<file path="config.mk">
export PLATFORM = sky130hd
export DESIGN_NAME = heap_array_allocator
export DESIGN_NICKNAME = d
export VERILOG_FILES = /design/src/rtl/zero_heap_pkg.sv /design/src/rtl/freed_array_stack.sv /design/src/rtl/heap_array_allocator.sv
export SDC_FILE = /design/constraint.sdc
export NUM_CORES = 1
export LEC_CHECK = 0
export CORE_MARGIN = 1.5
export CORE_UTILIZATION = 55
export CTS_CLUSTER_DIAMETER = 50
export CTS_CLUSTER_SIZE = 20
export DETAILED_ROUTE_END_ITERATION = 7
export GPL_TIMING_DRIVEN = 1
export PLACE_DENSITY = 0.75
export SKIP_CTS_REPAIR_TIMING = 1
export SLEW_MARGIN = 5
export SYNTH_ARGS = -nofsm -noshare
export SYNTH_HDL_FRONTEND = slang
export SYNTH_SLANG_ARGS = --single-unit
</file>
<file path="constraint.sdc">
create_clock -name clock -period 7.65 [get_ports clock]
set_input_delay 1.53 -clock clock [delete_from_list [all_inputs] [get_ports clock]]
set_output_delay 1.53 -clock clock [all_outputs]
set_load 0.01 [all_outputs]
</file>
<file path="src/rtl/zero_heap_pkg.sv">
// Shared definitions for the zero-initialising heap array allocator:
// default sizes, request op encoding and the allocator FSM states.
package zero_heap_pkg;

   localparam int DefMemoryElementWidth = 12;
   localparam int DefNArea              = 10;
   localparam int DefNArrays            = 20;

   typedef enum logic {
      OpAlloc = 1'b0,
      OpFree  = 1'b1
   } opKind_t;

   typedef enum logic [1:0] {
      StIdle  = 2'd0,
      StExec  = 2'd1,
      StClear = 2'd2,
      StAck   = 2'd3
   } allocState_t;

endpackage

</file>
<file path="src/rtl/freed_array_stack.sv">
// LIFO of freed array indices. The most recently freed index is reused
// first. Push and pop are never requested in the same cycle by the owner.
module freed_array_stack #(
   parameter int Width  = 12,
   parameter int Depth  = 20,
   parameter int DepthW = $clog2(Depth + 1)
) (
   input  logic              clock,
   input  logic              reset_n,
   input  logic              push,
   input  logic              pop,
   input  logic [Width-1:0]  pushData,
   output logic [Width-1:0]  top,
   output logic [DepthW-1:0] depth,
   output logic              empty,
   output logic              full
);

   localparam int IdxW = (Depth > 1) ? $clog2(Depth) : 1;

   logic [Width-1:0]  entries [Depth];
   logic [DepthW-1:0] count;

   // Occupancy counter; reset empties the stack.
   always_ff @(posedge clock or negedge reset_n) begin
      if (!reset_n) begin
         count <= '0;
      end else if (push && !full) begin
         count <= count + 1'b1;
      end else if (pop && !empty) begin
         count <= count - 1'b1;
      end
   end

   // Entry storage; slots at or above count are don't-care, so no reset.
   always_ff @(posedge clock) begin
      if (push && !full) begin
         entries[IdxW'(count)] <= pushData;
      end
   end

   assign empty = (count == '0);
   assign full  = (count == DepthW'(Depth));
   assign depth = count;
   assign top   = empty ? '0 : entries[IdxW'(count - 1'b1)];

endmodule

</file>
<file path="src/rtl/heap_array_allocator.sv">
// Two-requester array allocator. An alloc hands out a fixed-size array
// (NArea heap words), records it in the size memory and zero-fills its
// heap region before acknowledging. Freed indices go to a LIFO for reuse.
// Handshake: a requester raises req with op/idx_in stable and keeps them
// stable until it samples its ack bit high (a one-cycle pulse); it drops
// req on that same edge. err and array_out are valid only with ack.
module heap_array_allocator
   import zero_heap_pkg::*;
#(
   parameter int MemoryElementWidth = DefMemoryElementWidth,
   parameter int NArea              = DefNArea,
   parameter int NArrays            = DefNArrays
) (
   input  logic                              clock,
   input  logic                              reset_n,
   input  logic [1:0]                        req,
   input  logic [1:0]                        op,
   input  logic [2*MemoryElementWidth-1:0]   idx_in,
   output logic [1:0]                        ack,
   output logic                              err,
   output logic [MemoryElementWidth-1:0]     array_out,
   output logic                              heap_we,
   output logic [MemoryElementWidth-1:0]     heap_addr,
   output logic [MemoryElementWidth-1:0]     heap_wdata,
   output logic                              size_we,
   output logic [MemoryElementWidth-1:0]     size_idx,
   output logic [MemoryElementWidth-1:0]     in_use,
   output logic                              busy
);

   localparam int Mew    = MemoryElementWidth;
   localparam int DepthW = $clog2(NArrays + 1);

   allocState_t     state;
   opKind_t         curOp;
   logic            grantId;
   logic            rrPtr;
   logic            allocOk;
   logic [Mew-1:0]  curIdx;
   logic [Mew-1:0]  curArray;
   logic [Mew-1:0]  allocs;
   logic [Mew-1:0]  clearCnt;

   logic [1:0]      ackReg;
   logic            errReg;
   logic [Mew-1:0]  arrayOutReg;
   logic            heapWeReg;
   logic [Mew-1:0]  heapAddrReg;
   logic            sizeWeReg;
   logic [Mew-1:0]  sizeIdxReg;

   logic              stackPush;
   logic              stackPop;
   logic              stackEmpty;
   logic              stackFull;
   logic [Mew-1:0]    stackTop;
   logic [DepthW-1:0] stackDepth;

   logic            grantSel;
   logic            candOk;
   logic [Mew-1:0]  candArray;
   logic            freeErr;

   // Grant choice and the array an alloc would receive if granted now;
   // the stack and allocs cannot change between grant and EXEC.
   always_comb begin
      grantSel  = req[rrPtr] ? rrPtr : ~rrPtr;
      candOk    = !stackEmpty || (allocs < Mew'(NArrays));
      candArray = !stackEmpty ? stackTop : allocs;
      freeErr   = (curIdx >= allocs) || stackFull;
      stackPop  = (state == StExec) && (curOp == OpAlloc) && allocOk && !stackEmpty;
      stackPush = (state == StExec) && (curOp == OpFree) && !freeErr;
   end

   freed_array_stack #(
      .Width (Mew),
      .Depth (NArrays),
      .DepthW(DepthW)
   ) uFreedStack (
      .clock   (clock),
      .reset_n (reset_n),
      .push    (stackPush),
      .pop     (stackPop),
      .pushData(curIdx),
      .top     (stackTop),
      .depth   (stackDepth),
      .empty   (stackEmpty),
      .full    (stackFull)
   );

   // Allocator FSM with registered outputs; async reset abandons any clear.
   always_ff @(posedge clock or negedge reset_n) begin
      if (!reset_n) begin
         state       <= StIdle;
         curOp       <= OpAlloc;
         grantId     <= 1'b0;
         rrPtr       <= 1'b0;
         allocOk     <= 1'b0;
         curIdx      <= '0;
         curArray    <= '0;
         allocs      <= '0;
         clearCnt    <= '0;
         ackReg      <= '0;
         errReg      <= 1'b0;
         arrayOutReg <= '0;
         heapWeReg   <= 1'b0;
         heapAddrReg <= '0;
         sizeWeReg   <= 1'b0;
         sizeIdxReg  <= '0;
      end else begin
         case (state)
            StIdle: begin
               if (|req) begin
                  grantId  <= grantSel;
                  curOp    <= opKind_t'(op[grantSel]);
                  curIdx   <= grantSel ? idx_in[2*Mew-1:Mew] : idx_in[Mew-1:0];
                  allocOk  <= candOk;
                  curArray <= candArray;
                  // size_we is high for exactly the EXEC cycle of a good alloc
                  if ((opKind_t'(op[grantSel]) == OpAlloc) && candOk) begin
                     sizeWeReg  <= 1'b1;
                     sizeIdxReg <= candArray;
                  end
                  state <= StExec;
               end
            end
            StExec: begin
               sizeWeReg  <= 1'b0;
               sizeIdxReg <= '0;
               if (curOp == OpAlloc) begin
                  if (allocOk) begin
                     if (stackEmpty) begin
                        allocs <= allocs + 1'b1;
                     end
                     heapWeReg   <= 1'b1;
                     heapAddrReg <= curArray * Mew'(NArea);
                     clearCnt    <= '0;
                     state       <= StClear;
                  end else begin
                     ackReg      <= grantId ? 2'b10 : 2'b01;
                     errReg      <= 1'b1;
                     arrayOutReg <= '0;
                     state       <= StAck;
                  end
               end else begin
                  ackReg      <= grantId ? 2'b10 : 2'b01;
                  errReg      <= freeErr;
                  arrayOutReg <= '0;
                  state       <= StAck;
               end
            end
            StClear: begin
               if (clearCnt == Mew'(NArea - 1)) begin
                  heapWeReg   <= 1'b0;
                  heapAddrReg <= '0;
                  clearCnt    <= '0;
                  ackReg      <= grantId ? 2'b10 : 2'b01;
                  errReg      <= 1'b0;
                  arrayOutReg <= curArray;
                  state       <= StAck;
               end else begin
                  clearCnt    <= clearCnt + 1'b1;
                  heapAddrReg <= heapAddrReg + 1'b1;
               end
            end
            StAck: begin
               ackReg      <= '0;
               errReg      <= 1'b0;
               arrayOutReg <= '0;
               rrPtr       <= ~grantId;
               state       <= StIdle;
            end
            default: state <= StIdle;
         endcase
      end
   end

   assign ack        = ackReg;
   assign err        = errReg;
   assign array_out  = arrayOutReg;
   assign heap_we    = heapWeReg;
   assign heap_addr  = heapAddrReg;
   assign heap_wdata = '0;
   assign size_we    = sizeWeReg;
   assign size_idx   = sizeIdxReg;
   assign in_use     = allocs - Mew'(stackDepth);
   assign busy       = (state != StIdle);

endmodule

</file>
======== Yosys cells after proc, flatten, opt, wreduce, memory -nomap -nowiden ========
Memories as Yosys holds them, arrays and structs flattened.
Index checks and enable logic that the tools add are counted.
storage, ports and cells
  register bits after elaboration ......... 100
  bits in writable memories ............... 240
  input bits .............................. 30
  output and inout port bits .............. 66
  logic and storage cells ................. 118
  memories ................................ 1
cells by class
  add/subtract/negate cells ............... 6
  $mul .................................... 1
  $lt $le $gt $ge ......................... 4
  equality and inequality tests ........... 11
  muxes and demuxes ....................... 46
  bitwise operators ....................... 4
  reductions and logical operators ........ 28
memories
  name                 depth  bits a word  rd ports  clocked after memory_dff  write ports  RTL line                 RTL
  uFreedStack.entries  20     12           1         0                         1            freed_array_stack.sv:21  logic [Width-1:0] entries [Depth];
operators by type and width
  operator                                                      number
  two-way mux 12 bit                                            13
  one-hot mux 12 bit (2 select lines)                           3
  adder 12 x 1 -> 12 bit (second input constant)                3
  one-hot mux 12 bit (3 select lines)                           1
  two-way mux 1 bit                                             15
  two-way mux 2 bit                                             7
  == test 12 x 4 -> 1 bit (second input constant)               1
  greater-or-equal comparator 12 bit                            1
  less-than comparator 12 x 5 -> 1 bit (second input constant)  1
  multiplier 12 x 3 -> 11 bit (second input constant)           1
  subtractor 12 x 5 -> 12 bit                                   1
  two-way mux 5 bit                                             2
  inequality test 2 bit (second input constant)                 5
  AND reduction 3 bit                                           3
  logical AND 1 bit                                             8
  one-hot mux 2 bit (4 select lines)                            1
  AND reduction 4 bit                                           2
  nonzero test 2 bit                                            4
  one-hot mux 2 bit (3 select lines)                            1
  adder 5 x 1 -> 5 bit (second input constant)                  1
  == test 5 bit (second input constant)                         1
  logical NOT 5 bit                                             1
  subtractor 5 x 1 -> 5 bit (second input constant)             1
  == test 2 bit (second input constant)                         2
  12 further kinds                                              21

======== Depth between registers and ports, before layout ========
  depth in word-level cells ............... 10
  gate-level depth with buffers ........... 11

======== Modules after synthesis ========
From an unflattened synthesis, not the netlist that was laid out.
second synthesis, totals
  cells, all modules ...................... 1,196
  area, all modules ....................... 15,582.4 sq um
by module, submodules not included
  module                instances  cells an instance  area an instance (sq um)  sequential area each (sq um)
  freed_array_stack     1          557                9,826.9                   7,332.0
  heap_array_allocator  1          639                5,755.5                   2,377.3

======== Least setup slack after synthesis ========
No wires, ideal clock.
  path type ............................... reg-to-reg
  start point ............................. register uFreedStack.count[0] (netlist: uFreedStack.depth[0])
  end point ............................... memory uFreedStack.entries[0][0], enable pin
  library setup time ...................... 412 ps
  data arrival time ....................... 3,175 ps
  path slack .............................. 4,062 ps
  stages on the path, launching flop included .. 12
  buffers on the path ..................... 3
  cells stage by stage .................... dfrtp_1 > buf_6 > buf_6 > inv_1 > ha_1 > nand2_1 > o311ai_1 > a221oi_1 > o311a_2 > buf_4 > nand2_1 > nor4_1
on the way
  cells in the longest elaborated chain, start to end .. 7
RTL lines
  what                                     RTL line                    RTL
  start: declaration                       freed_array_stack.sv:22     logic [DepthW-1:0] count;
  start signal: assignment                 freed_array_stack.sv:29     count <= count + 1'b1;
  start signal: assignment                 freed_array_stack.sv:31     count <= count - 1'b1;
  == test 5 bit                            freed_array_stack.sv:43     assign full = (count == DepthW'(Depth));
  logical OR 1 bit                         heap_array_allocator.sv:70  freeErr = (curIdx >= allocs) || stackFull;
  logical NOT 1 bit                        heap_array_allocator.sv:72  stackPush = (state == StExec) && (curOp == OpFree) && !freeErr;
  logical AND 1 bit                        heap_array_allocator.sv:72
  logical AND 1 bit                        freed_array_stack.sv:37     if (push && !full) begin
  two-way mux 1 bit                        freed_array_stack.sv:37
  two-way mux 1 bit (not written as such)  freed_array_stack.sv:38     entries[IdxW'(count)] <= pushData;
  end: declaration                         freed_array_stack.sv:21
Parallel ways exist; a longest one is shown, timed or not.

======== Worst setup path after layout ========
  start point ............................. register uFreedStack.count[2] (netlist: uFreedStack.depth[2])
  end point ............................... output in_use[8]
on the way
  cells in the longest elaborated chain, start to end .. 1
RTL lines
  what                         RTL line                     RTL
  subtractor 12 x 5 -> 12 bit  heap_array_allocator.sv:186  assign in_use = allocs - Mew'(stackDepth);
  end: declaration             heap_array_allocator.sv:27   output logic [MemoryElementWidth-1:0] in_use,
Every way passes these cells.

==> summary.md <==
| Metric | Value |
|---|---|
| I/O Pins | `96` |
| Max_slew headroom | `23.4%` |
| Clock Pin Slew Worst Setup and Hold Paths | `70 ps` |
| DRT antenna net count | `0` |
| WL/cell | `21.8 um` |
| Die Area | `0.0291 mm^2` |
| Nets | `1,201` |
| Tightest Pin Transition | `1150 ps` |
| DP Cell Count | `1,470` |
| Crit path time final | `5110 ps` |
| H-Tree Depth | `1` |
| Dpl hpwl | `22,100 um` |
| Remaining Overflow, GRT | `0` |
| Overall routing resource usage | `23.9%` |
| Post-synth EDFFs | `240` |
| Share of post-route cells with drive strength above 1 | `15.9%` |
| Post-synthesis async set-or-reset flop share | `29.4%` |
| Diode count | `0` |
| Avg Vias per Cell | `5.88` |
| Mapped Area | `0.0154 mm^2` |
| Pwr Density | `428 mW/mm^2` |
| Critical Path Start | `uFreedStack.depth[2]` |
| Leakage | `6.53 nW` |
| Critical Path RT | `6120 ps` |
| Synth Flop Type | `edfxtp_1` |
| Die Y | `170 um` |
| Mean Syn Cell Area | `14.9 um^2` |
| WHS | `481 ps` |
| Dpl ws | `3110 ps` |
| Core area | `0.0277 mm^2` |
| First-pass GRT wire length | `51,800 um` |
| Largest net degree at the start of global routing | `54` |
| TNS Setup | `0 ps` |
| Syn Inst Count | `1,036` |
| Core Rows | `61` |
| TritonCTS clock tree | `yes` |
| Utilization after layout | `63.7%` |
| Clock Latency Late Sink | `580 ps` |
| Non-filler instance count after layout | `1,525` |
| Max-cap violations | `0` |
| Multi-input gate area | `0.00528 mm^2` |
| Die Wd | `170 um` |
| Final worst setup slack | `2540 ps` |
| RSZ-0062 raised after global routing | `no` |
| Placed inst area | `0.0166 mm^2` |
| Setup Skew | `29.8 ps` |
| CTS Sinks | `340` |
| Num CTS Buffers | `30` |
| Peak Freq | `196 MHz` |
| Iter 0 DRT Violations | `628` |
| Via count | `8,971` |
| WS Path Type | `flip-flop to output pin` |
| Final Setup Violations | `0` |
| Filler cells | `1,966` |
| Yosys reg bits | `340` |
| Yosys Warn Count | `0` |
| DRC Markers | `0` |
| Initial antenna violation count | `0` |
| WP data arrival | `3580 ps` |
| Number of global-route vias before repair | `8,885` |
| Hold_sp | `array_out[7]` |
| Outcome | `complete, no violations` |
| Seq/Total Area, Yosys | `62.9%` |
| Crit. End Element | `output pin` |
| Max-slew violations | `0` |
| Reg area | `0.00971 mm^2` |
| Initial Util | `55.7%` |
| Peak VDD IR | `0.000307 V` |
| R2R Path Start | `uFreedStack.depth[0]` |
| Placer Congestion | `0.890` |
| Critical Path Source Type | `flip-flop` |
| Total power | `7.55 mW` |
| Final hold vios | `0` |
| Cell area after layout | `0.0177 mm^2` |
| WL final | `33,200 um` |
| CTS Root Cell | `clkbuf_16` |
| Area grow syn2layout | `14.5%` |
| Drt first pass iters | `5` |
| Count of cell types in the netlist | `70` |
| Longest Clk Path Bufs | `3` |
| Type of the tightest min-delay check | `flip-flop to flip-flop` |
| Max Fanout on Critical Path | `18` |
| I/O Buffers | `83` |
| Tcrit/Tclk final | `66.7%` |
## path summary, 6_finish.rpt
check / depth (start not counted) / slack (ps) / to
worst min-delay path: 2 / 480 / array_out[7]
worst min register to register: 2 / 480 / array_out[7]
worst max-delay path: 9 / 2540 / in_use[8]
min in group asynchronous: 1 / 970 / heap_addr[10]
worst max register to register: 8 / 3610 / curArray[1]
max in group asynchronous: 2 / 5520 / uFreedStack.depth[0]
## kinds of logic after synthesis
group                    Yosys count  share of synthesized area [%]
multiplexers                     114                           12.4
adder cells (fa/ha/maj)           47                           3.91
AO/OA/AOI/OAI                    169                           7.46
buffers and inverters             97                           3.35
other                              1                         0.0243
AND/OR/NAND/NOR                  233                           7.84
flip-flops                       340                           62.9
XOR/XNOR                          35                           2.11
## routing by layer
layer  vias to the layer above  wire, um  track usage [%]
li1                       4103         -                -
met1                      4496     13900             32.7
met2                       294     16200             39.7
met3                        78      1840             3.05
met4                         0      1230             8.96
met5                         -         0                0
## placed cells by master (no fill, tap or decap), types with 18 or more instances in the layout
cell type,synthesis,routed
mux2i_1,42,42
buf_4,16,25
nand2_1,73,73
inv_1,33,33
dfrtp_1,100,99
nor2_1,49,49
nand3_1,20,20
clkbuf_16,0,30
clkdlybuf4s50_1,0,82
a22o_1,18,18
ha_1,45,44
xnor2_1,26,26
nand2b_1,20,20
o21ai_0,44,44
a21oi_1,21,21
o21ai_1,22,21
edfxtp_1,240,240
mux4_2,60,60
## critical path, stage by stage, from the launching register on
cell and delay (ps):
dfrtp_1 820, inv_1 160, ha_1 350, nor2b_1 140, o21ai_0 160, nand2b_1 160, a21boi_0 390, nand2_1 120
xnor2_1 150, clkdlybuf4s50_1 550
## power by group
part	total (mW)	internal (mW)	switching, mW
clock network	1.58	0.851	0.730
logic	3.11	1.44	1.67
registers	2.86	2.38	0.487
total	7.55	4.67	2.88
## sequential cells by signal, indices dropped and copies added (netlist names), 2 cells and up
register and flops:
allocs 12, ack 2, array_out 12, size_idx 12
state 2, uFreedStack.depth 5, curIdx 12, uFreedStack.entries 240
curArray 12, heap_addr 12, clearCnt 12
## final cells by class
cell class / instances / share of cell area (%)
Inverter: 35 / 0.744
Clock buffer: 36 / 4.55
Multi-Input combinational cell: 610 / 29.9
Timing Repair Buffer: 107 / 5.71
Sequential cell: 340 / 55.0
Clock inverter: 19 / 1.40
Tap cell: 378 / 2.68
## Yosys cell counts (all sizes together) (5+ instances only)
cell,instances,area [um^2]
edfxtp,240,7210
dfrtp,100,2500
nand2,73,274
o21ai,66,330
mux4,60,1350
nor2,51,210
ha,45,563
mux2i,42,420
buf,35,284
inv,35,131
a21oi,32,201
clkbuf,27,101
xnor2,26,228
nand2b,20,125
nand3,20,100
a22o,18,158
mux2,12,135
nor3,12,76.3
o221a,12,135
and3,11,68.8
nor2b,11,68.8
nor4,9,68.8
xor2,9,97.6
nand4,8,65.1
o31ai,8,60.1
nor3b,5,37.5
(Power assumes the default switching activity.)
